**src/rtl/alu_seq_pkg.sv**
```systemverilog
// Shared definitions for the ALU sweep controller: default datapath sizes,
// the controller state encoding and the running-checksum update.
package alu_seq_pkg;

    localparam int DEF_N       = 32;
    localparam int DEF_ADDR_W  = 3;
    localparam int DEF_NUM_OPS = 6;

    // Widest datapath the checksum helper can handle.
    localparam int CHK_MAX_W   = 64;

    typedef enum logic [2:0] {
        ST_IDLE    = 3'd0,
        ST_SETUP   = 3'd1,
        ST_CAPTURE = 3'd2,
        ST_HOLD    = 3'd3,
        ST_ADVANCE = 3'd4,
        ST_DONE    = 3'd5
    } state_t;

    // Rotate the low 'width' bits of chk left by one, then XOR in res.
    // Operands are zero-extended to CHK_MAX_W; bits above 'width' come back 0.
    function automatic logic [CHK_MAX_W-1:0] checksum_next(
        input logic [CHK_MAX_W-1:0] chk,
        input logic [CHK_MAX_W-1:0] res,
        input int unsigned          width
    );
        logic [CHK_MAX_W-1:0] mask;
        logic [CHK_MAX_W-1:0] rot;
        mask = (width >= CHK_MAX_W) ? {CHK_MAX_W{1'b1}}
                                    : ((CHK_MAX_W'(1) << width) - CHK_MAX_W'(1));
        rot  = ((chk << 1) | (chk >> (width - 1))) & mask;
        return rot ^ (res & mask);
    endfunction

endpackage

```
**src/rtl/detector_flanco.sv**
```systemverilog
// Single-cycle rising-edge detector for a synchronous button input.
// The pulse is combinational from the current input and the registered
// history, so it is visible in the same cycle the input first reads high.
module detector_flanco (
    input  logic clk_i,
    input  logic rst_ni,
    input  logic d_i,
    output logic flanco_o
);

    logic d_prev_q;

    // Remember last cycle's input level.
    always_ff @(posedge clk_i) begin
        if (!rst_ni) begin
            d_prev_q <= 1'b0;
        end else begin
            d_prev_q <= d_i;
        end
    end

    assign flanco_o = d_i & ~d_prev_q;

endmodule

```
**src/rtl/alu_sequencer.sv**
```systemverilog
// Sweeps the ALU through every (op, a, b) combination, captures each result
// and carry, holds it for display and folds it into a running checksum.
// Sweep order is op outermost, a middle, b innermost.
module alu_sequencer
    import alu_seq_pkg::*;
#(
    parameter int N       = DEF_N,
    parameter int ADDR_W  = DEF_ADDR_W,
    parameter int NUM_OPS = DEF_NUM_OPS,
    parameter int DWELL   = 50_000_000
) (
    input  logic              clk_i,
    input  logic              rst_ni,
    input  logic              start_i,
    input  logic              step_mode_i,
    input  logic              step_i,
    input  logic              cin_cfg_i,
    input  logic              invert_cfg_i,
    input  logic [N-1:0]      resultado_i,
    input  logic              c_i,
    output logic [ADDR_W-1:0] addra_o,
    output logic [ADDR_W-1:0] addrb_o,
    output logic [2:0]        operacion_o,
    output logic              c_o,
    output logic              invert_o,
    output logic [N-1:0]      resultado_q_o,
    output logic              carry_q_o,
    output logic [N-1:0]      checksum_o,
    output logic              valid_o,
    output logic              busy_o,
    output logic              done_o
);

    // Dwell counter runs 0 .. DWELL-1 inside HOLD.
    localparam int              DW_W       = (DWELL > 1) ? $clog2(DWELL) : 1;
    localparam logic [DW_W-1:0] DWELL_LAST = DW_W'(DWELL - 1);
    localparam logic [2:0]      OP_LAST    = 3'(NUM_OPS - 1);

    state_t              state_q;
    state_t              state_d;
    logic [2:0]          op_q;
    logic [ADDR_W-1:0]   a_q;
    logic [ADDR_W-1:0]   b_q;
    logic                cin_q;
    logic                inv_q;
    logic [N-1:0]        res_q;
    logic                carry_q;
    logic [N-1:0]        chk_q;
    logic [N-1:0]        chk_next;
    logic [CHK_MAX_W-1:0] chk_wide;
    logic [DW_W-1:0]     dwell_q;
    logic                step_edge;
    logic                last_vec;
    logic                start_go;
    logic                dwell_expired;

    detector_flanco u_step_edge (
        .clk_i    (clk_i),
        .rst_ni   (rst_ni),
        .d_i      (step_i),
        .flanco_o (step_edge)
    );

    assign start_go      = (state_q == ST_IDLE) && start_i;
    assign last_vec      = (op_q == OP_LAST) && (&a_q) && (&b_q);
    assign dwell_expired = (dwell_q == DWELL_LAST);

    // Checksum candidate for the result presented this cycle.
    always_comb begin
        chk_wide = checksum_next(CHK_MAX_W'(chk_q), CHK_MAX_W'(resultado_i), N);
        chk_next = chk_wide[N-1:0];
    end

    // Next-state decode; HOLD re-checks the advance mode every cycle.
    always_comb begin
        state_d = state_q;
        case (state_q)
            ST_IDLE:    if (start_i) state_d = ST_SETUP;
            ST_SETUP:   state_d = ST_CAPTURE;
            ST_CAPTURE: state_d = ST_HOLD;
            ST_HOLD: begin
                if (step_mode_i) begin
                    if (step_edge) state_d = ST_ADVANCE;
                end else if (dwell_expired) begin
                    state_d = ST_ADVANCE;
                end
            end
            ST_ADVANCE: state_d = last_vec ? ST_DONE : ST_SETUP;
            ST_DONE:    state_d = ST_IDLE;
            default:    state_d = ST_IDLE;
        endcase
    end

    // State register.
    always_ff @(posedge clk_i) begin
        if (!rst_ni) begin
            state_q <= ST_IDLE;
        end else begin
            state_q <= state_d;
        end
    end

    // Vector counters and latched per-sweep ALU configuration; the counters
    // drive the address/op buses directly so they stay put until ADVANCE.
    always_ff @(posedge clk_i) begin
        if (!rst_ni) begin
            op_q  <= '0;
            a_q   <= '0;
            b_q   <= '0;
            cin_q <= 1'b0;
            inv_q <= 1'b0;
        end else if (start_go) begin
            op_q  <= '0;
            a_q   <= '0;
            b_q   <= '0;
            cin_q <= cin_cfg_i;
            inv_q <= invert_cfg_i;
        end else if (state_q == ST_ADVANCE && !last_vec) begin
            b_q <= b_q + 1'b1;
            if (&b_q) begin
                a_q <= a_q + 1'b1;
                if (&a_q) begin
                    op_q <= op_q + 3'd1;
                end
            end
        end
    end

    // Result/carry capture and checksum accumulation; all held after DONE.
    always_ff @(posedge clk_i) begin
        if (!rst_ni) begin
            res_q   <= '0;
            carry_q <= 1'b0;
            chk_q   <= '0;
        end else if (start_go) begin
            chk_q <= '0;
        end else if (state_q == ST_CAPTURE) begin
            res_q   <= resultado_i;
            carry_q <= c_i;
            chk_q   <= chk_next;
        end
    end

    // Dwell timer: counts only in auto-mode HOLD, cleared everywhere else.
    always_ff @(posedge clk_i) begin
        if (!rst_ni) begin
            dwell_q <= '0;
        end else if (state_q == ST_HOLD) begin
            if (!step_mode_i) begin
                dwell_q <= dwell_expired ? '0 : dwell_q + 1'b1;
            end
        end else begin
            dwell_q <= '0;
        end
    end

    assign addra_o       = a_q;
    assign addrb_o       = b_q;
    assign operacion_o   = op_q;
    assign c_o           = cin_q;
    assign invert_o      = inv_q;
    assign resultado_q_o = res_q;
    assign carry_q_o     = carry_q;
    assign checksum_o    = chk_q;
    assign valid_o       = (state_q == ST_CAPTURE);
    assign busy_o        = (state_q != ST_IDLE);
    assign done_o        = (state_q == ST_DONE);

endmodule

```
**config.mk**
```make
export PLATFORM = sky130hd
export DESIGN_NAME = alu_sequencer
export DESIGN_NICKNAME = d
export VERILOG_FILES = /design/src/rtl/alu_seq_pkg.sv /design/src/rtl/detector_flanco.sv /design/src/rtl/alu_sequencer.sv
export SDC_FILE = /design/constraint.sdc
export NUM_CORES = 1
export LEC_CHECK = 0
export BUFFER_PORTS_ARGS = -buffer_cell sky130_fd_sc_hd__buf_2
export CORE_MARGIN = 5
export CORE_UTILIZATION = 43
export DETAILED_ROUTE_END_ITERATION = 7
export GPL_TIMING_DRIVEN = 0
export HOLD_SLACK_MARGIN = 0.03
export PLACE_DENSITY = 0.74
export REMOVE_ABC_BUFFERS = 1
export SYNTH_ARGS = -nofsm -noshare
export SYNTH_HDL_FRONTEND = slang
export SYNTH_SLANG_ARGS = --single-unit
```
**constraint.sdc**
```tcl
create_clock -name clk_i -period 2.3 [get_ports clk_i]
set_input_delay 0.115 -clock clk_i [delete_from_list [all_inputs] [get_ports clk_i]]
set_output_delay 0.115 -clock clk_i [all_outputs]
set_load 0.02 [all_outputs]
```
# Yosys cells after proc, flatten, opt, wreduce, memory -nomap -nowiden
# Index checks and enable logic that the tools add are counted.
# totals
in_bits	40
reg_bits	106
# classes
n_reduce_logical	15
n_addsub	4
n_bitwise	6
muxes	7
eq_ne	10
# ops
op	count
32-bit by 1-bit OR with 32-bit output	1
32-bit bitwise XOR	1
26-bit by 1-bit adder with 26-bit output (second input constant)	1
26-bit == test (second input constant)	1
26-bit 2-to-1 mux	1
3-bit 2-to-1 mux	5
3-bit case mux with 5 select lines	1
3-bit by 1-bit adder with 3-bit output (second input constant)	3
3-bit == test (second input constant)	3
3-bit AND reduction	3
7-bit AND reduction	1
3-bit by 2-bit == test with 1-bit output (second input constant)	2
3-bit != test (second input constant)	2
1-bit logical AND	4
2-bit AND reduction	2
4-bit AND reduction	1
3-bit by 1-bit == test with 1-bit output (second input constant)	1
3-bit logical NOT	1
1-bit NOT	3
3-bit nonzero test	1
2-bit != test (second input constant)	1
2-bit OR reduction	1
1-bit bitwise AND	1
1-bit logical NOT	1

# Depth between registers and ports, before layout
# logic_depth
ltp_word	6
ltp_mapped	7
mapped_depth_nobuf	7

# Modules after synthesis
# A second synthesis with hierarchy kept.
# hier_totals
cells_unflattened	525
hier_area_um2	4563.1
# by_module_without_submodules
mod	seq_area_each_um2	instances	cells_each	area_per_inst_um2
alu_sequencer	2102.0	1	522	4523.1
detector_flanco	20.0	1	3	40.0

# Worst setup path after synthesis
# No wires, ideal clock.
# synth_path
kind	register to register
from	reg dwell_q[7]
to	reg dwell_q[13]
n_path_buf	0
path_stages_with_launch	6
required_time_ns	2.180
arrival_ns	1.678
path_slack_ns	0.502
synth_period_minus_slack_ns	1.798
cell_sequence	dfxtp_1 or4b_1 nor4_4 a31oi_2 and3_1 a211o_1
# synth_between
elab_chain_cells	2
elab_cells_between_ends	3
# synth_lines
item	line_no	text
start: declaration	alu_sequencer.sv:51	logic [DW_W-1:0] dwell_q;
start signal: assignment	alu_sequencer.sv:150	dwell_q <= dwell_expired ? '0 : dwell_q + 1'b1;
26-bit by 1-bit adder with 26-bit output / 26-bit == test (equally long branches)	alu_sequencer.sv:150, alu_sequencer.sv:66	
26-bit 2-to-1 mux (*)	alu_sequencer.sv:150	
# Mark *: on every way between the ends. The rest lies on a longest branch, timed or not.
# A chain may end at the register's enable or synchronous reset.

# Worst setup path after layout
# layout_path
from	reg state_q[1]
to	out valid_o
# layout_between
elab_chain_cells	1
# layout_lines
item	line_no	text
start: declaration	alu_sequencer.sv:39	state_t state_q;
start signal: assignment	alu_sequencer.sv:99	state_q <= state_d;
3-bit by 2-bit == test with 1-bit output	alu_sequencer.sv:165	assign valid_o = (state_q == ST_CAPTURE);
end: declaration	alu_sequencer.sv:29	output logic valid_o,
# Every way passes these cells.

==> qor.txt <==
critical path data required time: 2.18 ns
Max rail drop VDD: 0.0004402 V
CTS tree: done
YS warnings: 0
Post-synth EDFFs: 0
RSZ-0062 raised after global routing: false
chip height: 113.7 um
Mapped Area: 4622 um^2
post-CTS setup buffer count: 0
Clock Sinks: 106
final core occ: 56.11%
die footprint: 12920 um^2
sequential fraction of the synthesis area: 45.91%
I/O pin total: 119
Fmax: 458.7 MHz
Final Cycle Share: 94.78%
register bit count reported by yosys: 106
FP Rows: 37
top cell type's share of synthesized area: 45.91%
Hold Crit Class: in2reg
grt total ovfl: 0
WP buf/inv: 2
Detailed Route Iter0 Violations: 154
Clk pin slew, worst setup/hold paths: 0.09 ns
WL final: 11.79 mm
max-slew violations: 0
Layout area overhead: 26.45%
H-Tree Depth: 3
Main synth FF type: dfxtp_1
Die Span X: 113.7 um
Total GRT Usage: 18.68%
Hold Violations, Final: 0
drt pass-1 iters: 4
Nets: 706
endpoints failing setup: 0
CP endpoint kind: output port
Worst setup SP type: flop
worst path arrival time: 2.06 ns
clock buffer depth: 2
starting density of the core: 44.37%
Distinct cells, synth: 56
CP max stage cell: or3b_4
first-pass GRT wire length: 19.73 mm
Tot Pwr: 3.874 mW
worst-margin pin slew: 0.8268 ns
core area: 10420 um^2
outcome: finished clean
total clock buffers created by CTS: 9
WL per Instance: 14.74 um
final worst slack: 0.1201 ns
delay-heaviest family, CP: simple AND/OR/NAND/NOR gates
Max Cap Viol: 0
DR vias/cell: 5.283
ys async rst share: 0%
slew margin rel.: 44.69%
ANT nets after route: 0
P per Cell Area: 662.9 nW/um^2
largest net degree at the start of global routing: 99
Placement Setup Slack: -0.9467 ns
DRC Markers: 0
share of cells above drive strength 1: 22.29%
top post-synthesis cells by area: dfxtp_1, xnor2_1, nand2_1
Mean Syn Cell Area: 8.854 um^2
Final GP Congestion: 0.8209
detailed-route via count: 4226
# diodes: 0
count leader, synth: dfxtp_1
crit-path max FO: 98
Yosys top cell by area: dfxtp_1
largest stage delay on the critical path: 0.64 ns
post-detail-place hpwl: 7.652 mm
final critical-path required period: 2.180 ns
initial antenna violation count: 0
clock skew: 0.004569 ns
IO Port Bufs: 118
crit-path cells: or3b_4, inv_16, buf_2
vias in the first global route: 4143
later-pin clock latency in the skew report: 0.37 ns
critical path class: reg2out
cells after synthesis: 522
Leak: 2.309 nW
Commonest cells post-synth: dfxtp_1, nand2_1, nor2_1, xnor2_1, a211oi_1
CTS root buffer: clkbuf_8
-- power breakdown --
part	total (mW)	switching, mW	internal (mW)
sequential	2.01	0.0818	1.93
clock	1.17	0.603	0.564
combinational	0.693	0.425	0.269
-- cells in the final DEF, fill, tap and decap left out, types with 2 or more instances in the layout --
master	instances
nand3_1	12
a21boi_0	27
xor2_1	8
o221a_2	2
mux2i_1	4
clkbuf_1	3
nor4_2	2
xnor2_1	42
dfxtp_1	106
o21ai_0	7
a211oi_1	33
inv_1	9
nand4_1	6
clkbuf_8	11
nand2_1	91
nor3b_1	2
and2_1	2
nand2b_1	3
and3_1	2
nor3_1	8
buf_2	118
and3b_1	2
a21boi_1	8
a31oi_1	2
nor2_1	66
a21oi_1	9
nor4_4	2
or4_1	3
dlygate4sd3_1	36
ha_1	7
nor4_1	3
-- worst register-to-register path, cell delays in order, from the launching register on --
cell and delay (ns):
dfxtp_1 0.46, nand4_1 0.25, nor3_1 0.50, nand4b_1 0.25, o21a_1 0.24, o21ba_2 0.20
-- state kept, by name, indices dropped and copies added, names as in the netlist --
signal                cells
checksum_o               32
resultado_q_o            32
dwell_q                  26
addra_o                   3
addrb_o                   3
operacion_o               3
state_q                   3
c_o                       1
carry_q_o                 1
invert_o                  1
u_step_edge.d_prev_q      1
-- cell families after synthesis --
group           share of synthesized area, %
xor+xnor                               9.475
flops                                  45.91
simple gates                           22.88
fa+ha+maj                              1.895
mux                                   0.8663
compound gates                         15.48
buf+inv                                3.492
-- per-layer routing --
layer / vias to the layer above / routed length (um) / track usage (%)
met4: 0 / 335 / 8.253
met2: 155 / 5532 / 31.37
met1: 1981 / 5037 / 21.81
met3: 29 / 889 / 5.942
met5: - / 0 / 0
li1: 2061 / - / -
-- through the flow --
stage	hold slack (ns)	cells	cell area, um^2	setup TNS (ns)
floorplan	0.2367	494	4498	-8.198
global placement	0.3489	748	5259	-48.40
detailed placement	0.3652	748	5261	-52.76
CTS	0.03867	800	5834	0
global route	0.06730	800	5844	0
finish	0.05362	800	5844	0
-- path summary, 6_finish.rpt --
| path | start | endpoint | cells past startpoint | slack, ns |
|---|---|---|---|---|
| worst max-delay path | state_q[1] | valid_o | 3 | 0.12 |
| worst min-delay path | start_i | invert_o | 3 | 0.05 |
| worst max register to register | dwell_q[9] | dwell_q[25] | 5 | 0.30 |
| worst min register to register | resultado_q_o[28] | resultado_q_o[28] | 2 | 0.47 |
-- what timing repair did --
item / 4_1_cts / 5_1_grt
hold buffers: 36 / 0
endpoints found under the hold margin: 36 / 0
gates cloned: 0 / 0
setup endpoints to repair: 66 / 2
gates resized for setup: 7 / 2
-- layout make-up --
type                    instances  area, um^2
fillers                       900        4572
multi-input cells             378        2350
flip-flops and latches        106        2122
repair buffers                154       950.9
well taps                     136       170.2
clock buffers                  14       162.7
inverters                      10       53.80
clock inverters                 2       35.03
No activity file was read; power rests on OpenSTA's default activity.
